$ cat src/rtl/ifu.sv
// Instruction fetch unit: owns the fetch PC, keeps one instruction-memory read in flight and hands words to decode.
// Optional ebreak halt is enabled with `define IFU_EBREAK_HALT_EN.
module ifu #(
    parameter logic [31:0] RESET_PC = 32'h8000_0000
) (
    input  logic        clk,
    input  logic        rst,
    output logic        imem_req_valid,
    input  logic        imem_req_ready,
    output logic [31:0] imem_req_addr,
    input  logic        imem_resp_valid,
    input  logic [31:0] imem_resp_data,
    output logic        inst_valid,
    input  logic        inst_ready,
    output logic [31:0] inst,
    output logic [31:0] inst_pc,
    input  logic        redirect_valid,
    input  logic [31:0] redirect_pc,
    output logic        halted,
    output logic [1:0]  fsm_state
);

    // Handshakes: a transfer happens on a rising edge where valid and ready are both high;
    // the source keeps valid and payload stable until then, except when a redirect discards it.
    typedef enum logic [1:0] {
        IDLE = 2'd0,
        WAIT = 2'd1,
        HOLD = 2'd2,
        HALT = 2'd3
    } state_t;

    localparam logic [31:0] EBREAK = 32'h0010_0073;

    state_t      state;
    logic [31:0] fetch_pc;
    logic [31:0] req_pc;
    logic        drop;
    logic [31:0] redirect_target;
    logic        req_fire;
    logic        inst_fire;
    logic        halt_now;

    assign redirect_target = redirect_pc & 32'hFFFF_FFFC;
    assign req_fire        = imem_req_valid && imem_req_ready;
    assign inst_fire       = inst_valid && inst_ready;

    assign imem_req_valid = (state == IDLE) && !rst;
    assign imem_req_addr  = fetch_pc;
    assign inst_valid     = (state == HOLD) && !rst;
    assign fsm_state      = state;

`ifdef IFU_EBREAK_HALT_EN
    logic halted_q;
    assign halt_now = (inst == EBREAK);
    assign halted   = halted_q;
`else
    assign halt_now = 1'b0;
    assign halted   = 1'b0;
`endif

    always_ff @(posedge clk) begin
        if (rst) begin
            state    <= IDLE;
            fetch_pc <= RESET_PC;
            req_pc   <= RESET_PC;
            drop     <= 1'b0;
            inst     <= 32'h0;
            inst_pc  <= 32'h0;
`ifdef IFU_EBREAK_HALT_EN
            halted_q <= 1'b0;
`endif
        end else begin
            case (state)
                IDLE: begin
                    // A request accepted in a redirect cycle already carries the stale PC.
                    if (req_fire) begin
                        req_pc <= fetch_pc;
                        drop   <= redirect_valid;
                        state  <= WAIT;
                    end
                end
                WAIT: begin
                    if (redirect_valid) begin
                        if (imem_resp_valid) begin
                            drop  <= 1'b0;
                            state <= IDLE;
                        end else begin
                            drop <= 1'b1;
                        end
                    end else if (imem_resp_valid) begin
                        if (drop) begin
                            drop  <= 1'b0;
                            state <= IDLE;
                        end else begin
                            inst     <= imem_resp_data;
                            inst_pc  <= req_pc;
                            fetch_pc <= req_pc + 32'd4;
                            state    <= HOLD;
                        end
                    end
                end
                HOLD: begin
                    if (redirect_valid) begin
                        state <= IDLE;
                    end else if (inst_fire) begin
                        if (halt_now) begin
                            state <= HALT;
`ifdef IFU_EBREAK_HALT_EN
                            halted_q <= 1'b1;
`endif
                        end else begin
                            state <= IDLE;
                        end
                    end
                end
                HALT: begin
                    if (redirect_valid) begin
                        state <= IDLE;
`ifdef IFU_EBREAK_HALT_EN
                        halted_q <= 1'b0;
`endif
                    end
                end
                default: state <= IDLE;
            endcase
            // Redirect wins over any PC update made above in the same cycle.
            if (redirect_valid) begin
                fetch_pc <= redirect_target;
            end
        end
    end

endmodule

$ cat config.mk
export PLATFORM = sky130hd
export DESIGN_NAME = ifu
export DESIGN_NICKNAME = d
export VERILOG_FILES = /design/src/rtl/ifu.sv
export SDC_FILE = /design/constraint.sdc
export NUM_CORES = 1
export LEC_CHECK = 0
export CAP_MARGIN = 20
export CORE_UTILIZATION = 51
export CTS_CLUSTER_DIAMETER = 200
export DETAILED_ROUTE_END_ITERATION = 8
export PLACE_DENSITY = 0.95
export SETUP_SLACK_MARGIN = 0.05
export SYNTH_ARGS = -nofsm -noshare
export SYNTH_HDL_FRONTEND = slang
export SYNTH_SLANG_ARGS = --single-unit
$ cat constraint.sdc
create_clock -name clk -period 3.84 [get_ports clk]
set_clock_uncertainty 0.2 [all_clocks]
set_input_delay 0.576 -clock clk [delete_from_list [all_inputs] [get_ports clk]]
set_output_delay 0.576 -clock clk [all_outputs]
set_load 0.01 [all_outputs]
==> run metrics <==
Syn Inst Count=about 720; Power Density=between 400 and 500 nW/µm²; ratio of cells with drive above 1 in the final layout=0.0724; met3 WL=around 1300 µm; number of synthesized register bits=between 100 and 150; drt via density=approximately 5.6; met2 wirelength from detailed routing=a little over 8000 µm; Wirelength per Cell=16.6 µm; WP data required=3.06 ns; chip height=about 110 µm; Synth top area share=0.467; largest net degree at the start of global routing=84; Crit. End Element=output pin; cell area after synthesis=~5600 µm²; clk_lat worst skew=0.52 ns; final hold violation count=0; drt first pass iters=5; area grow syn2layout=41.6%; Final Cell Area=a little under 8000 µm²; row count=37; Max Cap Viol=0; drt drc=0; Clock Tree Buf Depth=2; Detail Placement HPWL=about 10000 µm; RSZ-0062 raised after global routing=false; port bufs=roughly 170; RePlAce Congestion=0.828; Final #Nets=approximately 930; pins over their slew limit=0; Lkg Pwr=2.65 nW; Yosys warnings=0; vias in the first global route=between 5000 and 6000; initial antenna violation count=0; CTS root buf=clkbuf_8; postcts setup bufs=0; Die Area=roughly 11000 µm²; fin crit period=2.64 ns; worst hold slack=between 0.2 and 0.3 ns; Initial Utilization=0.534; status=completed; Clock Pin Slew Worst Setup and Hold Paths=~0.060 ns; Die Wd=~110 µm; Slew headroom=0.422; H-tree Lvls=4; WL met1=roughly 6600 µm; Arrival @ worst endpoint=1.87 ns; Most used DFF post-synth=dfxtp_1; final wirelength=~17000 µm; Critical Path Fanout Max=11; first-pass GRT wire length=~27000 µm; IO Pins=between 150 and 200; CTS tree=done; total negative slack=0 ns; Post-synth EDFFs=0; placed inst area=roughly 7300 µm²; ANT cells=0; CP startpoint kind=flip-flop; area leader, netlist=dfxtp_1; antenna-violating nets left=0; CP Class=flip-flop to output pin; Slew @ Worst Pin=slightly below 0.9 ns; asr flop ratio synth=0; clock sink count=between 100 and 150; initial DRC count=about 390; Mean Syn Cell Area=7.76 µm²; final setup vio count=0; period utilization=0.688; Yosys cell types=50; synth top area cells=dfxtp_1, nand2_1, a21oi_1; cts-stage hold buffer count=0; PostCTS Resize Cnt=0; area of the core=between 10000 and 15000 µm²; highest routed layer=met4; register area share after synthesis=0.467; HP Class=flip-flop to flip-flop; Post-Syn Nets=794; vias after detailed routing=5621; f_max=about 380 MHz; worst ir drop on vdd=~280 µV; GRT Total Usage=0.297; Num CTS Buffers=17; grt ovf=0
-- worst paths after layout --
check	start	slack, ns	cells past startpoint	endpoint
setup / recovery	fsm_state[1]$_SDFFE_PP0P_	1.20	2	inst_valid
hold / removal	inst[30]$_SDFFE_PP0P_	0.25	2	inst[30]$_SDFFE_PP0P_
setup reg to reg	req_pc[5]$_SDFFE_PP0P_	1.33	5	imem_req_addr[22]$_SDFFE_PP0P_
hold reg to reg	inst[30]$_SDFFE_PP0P_	0.25	2	inst[30]$_SDFFE_PP0P_
-- synthesized netlist by cell type, types with 4 or more instances --
master	number
nor3_1	5
o21ai_0	8
nor4_2	5
nand2_1	227
inv_1	5
nand3_1	9
xnor2_1	21
buf_2	15
and4_1	6
nand2b_1	4
nor2_1	46
a221oi_1	4
clkbuf_1	38
a21oi_1	124
a211oi_1	6
o22ai_1	8
nand4_1	6
dfxtp_1	131
-- stage by stage --
stage	cells	total power, W	setup slack [ns]	util
after floorplan	723	0.00160	1.78	-
after global placement	974	0.00177	1.06	0.692
after detailed placement	974	0.00177	1.01	0.692
after global routing	1006	0.00367	1.09	0.756
after CTS	1006	0.00358	1.17	0.756
final	1006	0.00357	1.20	0.756
-- final cells by class --
type,count,area [µm²]
Inverter,5,18.8
Sequential cell,131,2620
Tap cell,136,170
Clock buffer,18,418
Timing Repair Buffer,177,1750
Fill cell,697,2560
Multi-Input combinational cell,525,2710
Clock inverter,14,249
-- metal layers --
| metal | global-route usage | vias to the layer above |
|---|---|---|
| li1 | - | 2693 |
| met1 | 0.350 | 2621 |
| met2 | 0.512 | 260 |
| met3 | 0.0729 | 47 |
| met4 | 0.128 | 0 |
| met5 | 0 | - |
-- report_power, final --
part | switching, W | total, W | internal [W]
Combinational | 0.000156 | 0.000316 | 0.000160
Sequential | 0.0000397 | 0.00144 | 0.00140
Clock | 0.000623 | 0.00182 | 0.00120
Total | 0.000818 | 0.00357 | 0.00275
-- state kept, by name (all words and copies together), names as in the netlist --
register and count:
inst_pc 32, inst 32, drop 1, fsm_state 2
imem_req_addr 32, req_pc 32
-- logic make-up after synthesis --
kind of cell             count (synthesis)  share of synthesized area
AO/OA/AOI/OAI                          165                      0.164
adder cells (fa/ha/maj)                  1                    0.00223
buffers and inverters                   67                     0.0542
other                                    1                   0.000668
AND/OR/NAND/NOR                        333                      0.272
XOR/XNOR                                23                     0.0359
flip-flops                             131                      0.467
multiplexers                             2                    0.00357
-- cells in the final DEF (no fill, tap or decap), drive strengths merged, types with 9 or more instances in the layout --
master	n
clkdlybuf4s50	165
clkbuf	18
nand2	227
xnor2	21
nor2	46
a211oi	9
nand3	12
a21oi	124
buf	12
nor4	11
dfxtp	131
inv	9
-- worst max-delay path, stage by stage, from the launching register on --
cell             delay (ns)
dfxtp_1                0.56
nor3b_1                0.23
clkdlybuf4s50_1        0.56
Note: power is estimated with default switching activity, not from simulation.
==> variant: new RTL, config.mk and constraints unchanged <==
Build with the macro `IFU_EBREAK_HALT_EN` defined.
--- a/src/rtl/ifu.sv
+++ b/src/rtl/ifu.sv
@@ -1,5 +1,7 @@
 // Instruction fetch unit: owns the fetch PC, keeps one instruction-memory read in flight and hands words to decode.
 // Optional ebreak halt is enabled with `define IFU_EBREAK_HALT_EN.
+`define IFU_EBREAK_HALT_EN
+
 module ifu #(
     parameter logic [31:0] RESET_PC = 32'h8000_0000
 ) (
Check against the original RTL: not equivalent (a bounded check fails within 4 cycles, from zero or initial values and one cycle with rst high).
==> variant against the unedited design <==
- synthesized area increased by 0.65%
- sequential share of layout area about the same
- worst setup slack got worse by 0.17 ns
- wire length decreased by 2.4%
- core utilization decreased by 1.5 points
- non-clock buffer count unchanged
- power increased by 1.9%
- sequential cell count increased by 1
- first-iteration DRC count increased by 22%
- die area increased by 0.64%
- synthesized cell count decreased by 0.69%
- count of clock-buffer cells in the layout increased by 2
- cell area increased by 0.72%
- via count increased by 0.48%
- critical path type unchanged
- critical endpoint unchanged
==> variant: results (changes against the unedited design) <==
Outcome
Run status: completed (unchanged).

Worst setup path
The cell type of the slowest stage on the worst timing path is clkdlybuf4s50_1 (was dfxtp_1). The source of the worst register-to-register timing path is req_pc[6] (was req_pc[5]). The largest incremental delay on the critical path was 0.58 ns (was 0.56 ns). The reg-to-reg endpoint is imem_req_addr[23] (was imem_req_addr[22]).

STA
The tightest slew margin relative to the limit is 57.9% (was 42.2%). The worst hold slack after final layout was 0.211 ns (was 0.252 ns).

Min path
The type of the tightest min-delay check is in -> reg (was reg -> reg). The origin of the worst min-delay path is rst (was inst[30]). The worst hold endpoint was inst[23] (was inst[30]).

Synthesis
Ranking of synthesized cells by area: dfxtp_1 47%, nand2_1 15%, a21oi_1 10% (was dfxtp_1 47%, nand2_1 15%, a21oi_1 11%). The number of nets produced by synthesis is 789 (was 794). The number of distinct library cell variants in the gate-level netlist after synthesis is 53 (was 50). Most numerous cell types in the synthesized netlist: 222 x nand2_1, 132 x dfxtp_1, 117 x a21oi_1, 43 x clkbuf_1, 34 x nor2_1 (was 227 x nand2_1, 131 x dfxtp_1, 124 x a21oi_1, 46 x nor2_1, 38 x clkbuf_1). The post-synthesis compound-gate area fraction is 16.5% (was 16.4%).

The mux contribution to synthesized area came to 0.709% (was 0.357%). The number of standard cells after synthesis is 718 (was 723). The post-synthesis sequential area ratio was 46.8% (was 46.7%). The post-synthesis share of cell area spent on full adders, half adders and majority gates is 0.222% (was 0.223%).

Drt
The via density per instance was 5.59 (about the same). The number of search-and-repair iterations in the first detailed-routing pass is 6 (was 5). The wire length per cell after detailed routing is 16.1 µm (was 16.6 µm).

Placement
The post-place instance area was 0.00732 mm² (was 0.00728 mm²). The total half-perimeter wirelength after legalization and detailed placement is 10400 µm (was 10300 µm). The placer congestion estimate is 0.822 (was 0.828).

Power and ir drop
The maximum resistive drop on vdd was 0.225 mV (was 0.280 mV).

GRT
The pin count of the biggest net entering global routing was 127 (was 84). The global-route total usage across every layer was 28.6% (was 29.7%). The first-pass GRT wire length is 25900 µm (was 26500 µm). The via count of the first global-routing pass is 5269 (was 5357).

Cells and area
The share of final-layout standard cells stronger than drive strength 1 came to 6.09% (was 7.24%).
==> variant: routing by layer <==
layer | routed length [µm] | up-vias | global-route usage [%]
met5 | 0 | - | 0
met4 | 355 | 0 | 11.6
met3 | 1060 | 32 | 5.71
met2 | 8180 | 229 | 48.8
met1 | 6720 | 2655 | 35.1
li1 | - | 2732 | -
==> variant: area by class of cell <==
type / instances / area, µm² / area share (%)
clock buffer: 20 / 425 / 5.32
clock inverter: 12 / 253 / 3.16
inverter: 4 / 15.0 / 0.188
multi-input combinational: 525 / 2740 / 34.2
sequential: 132 / 2640 / 33.0
tap: 140 / 175 / 2.19
timing repair buffer: 177 / 1750 / 21.9
==> variant: report_power, final <==
group / switching, mW / internal, mW / leakage [nW]
sequential: 0.0434 / 1.41 / 1.07
clock: 0.603 / 1.26 / 0.323
combinational: 0.161 / 0.167 / 1.32
==> variant: critical path: cells and delay by family (launching register included) <==
family / cells / cell delay [ns]
DFF: 1 / 0.57
and+or+nand+nor: 1 / 0.21
buffers and inverters: 2 / 0.75
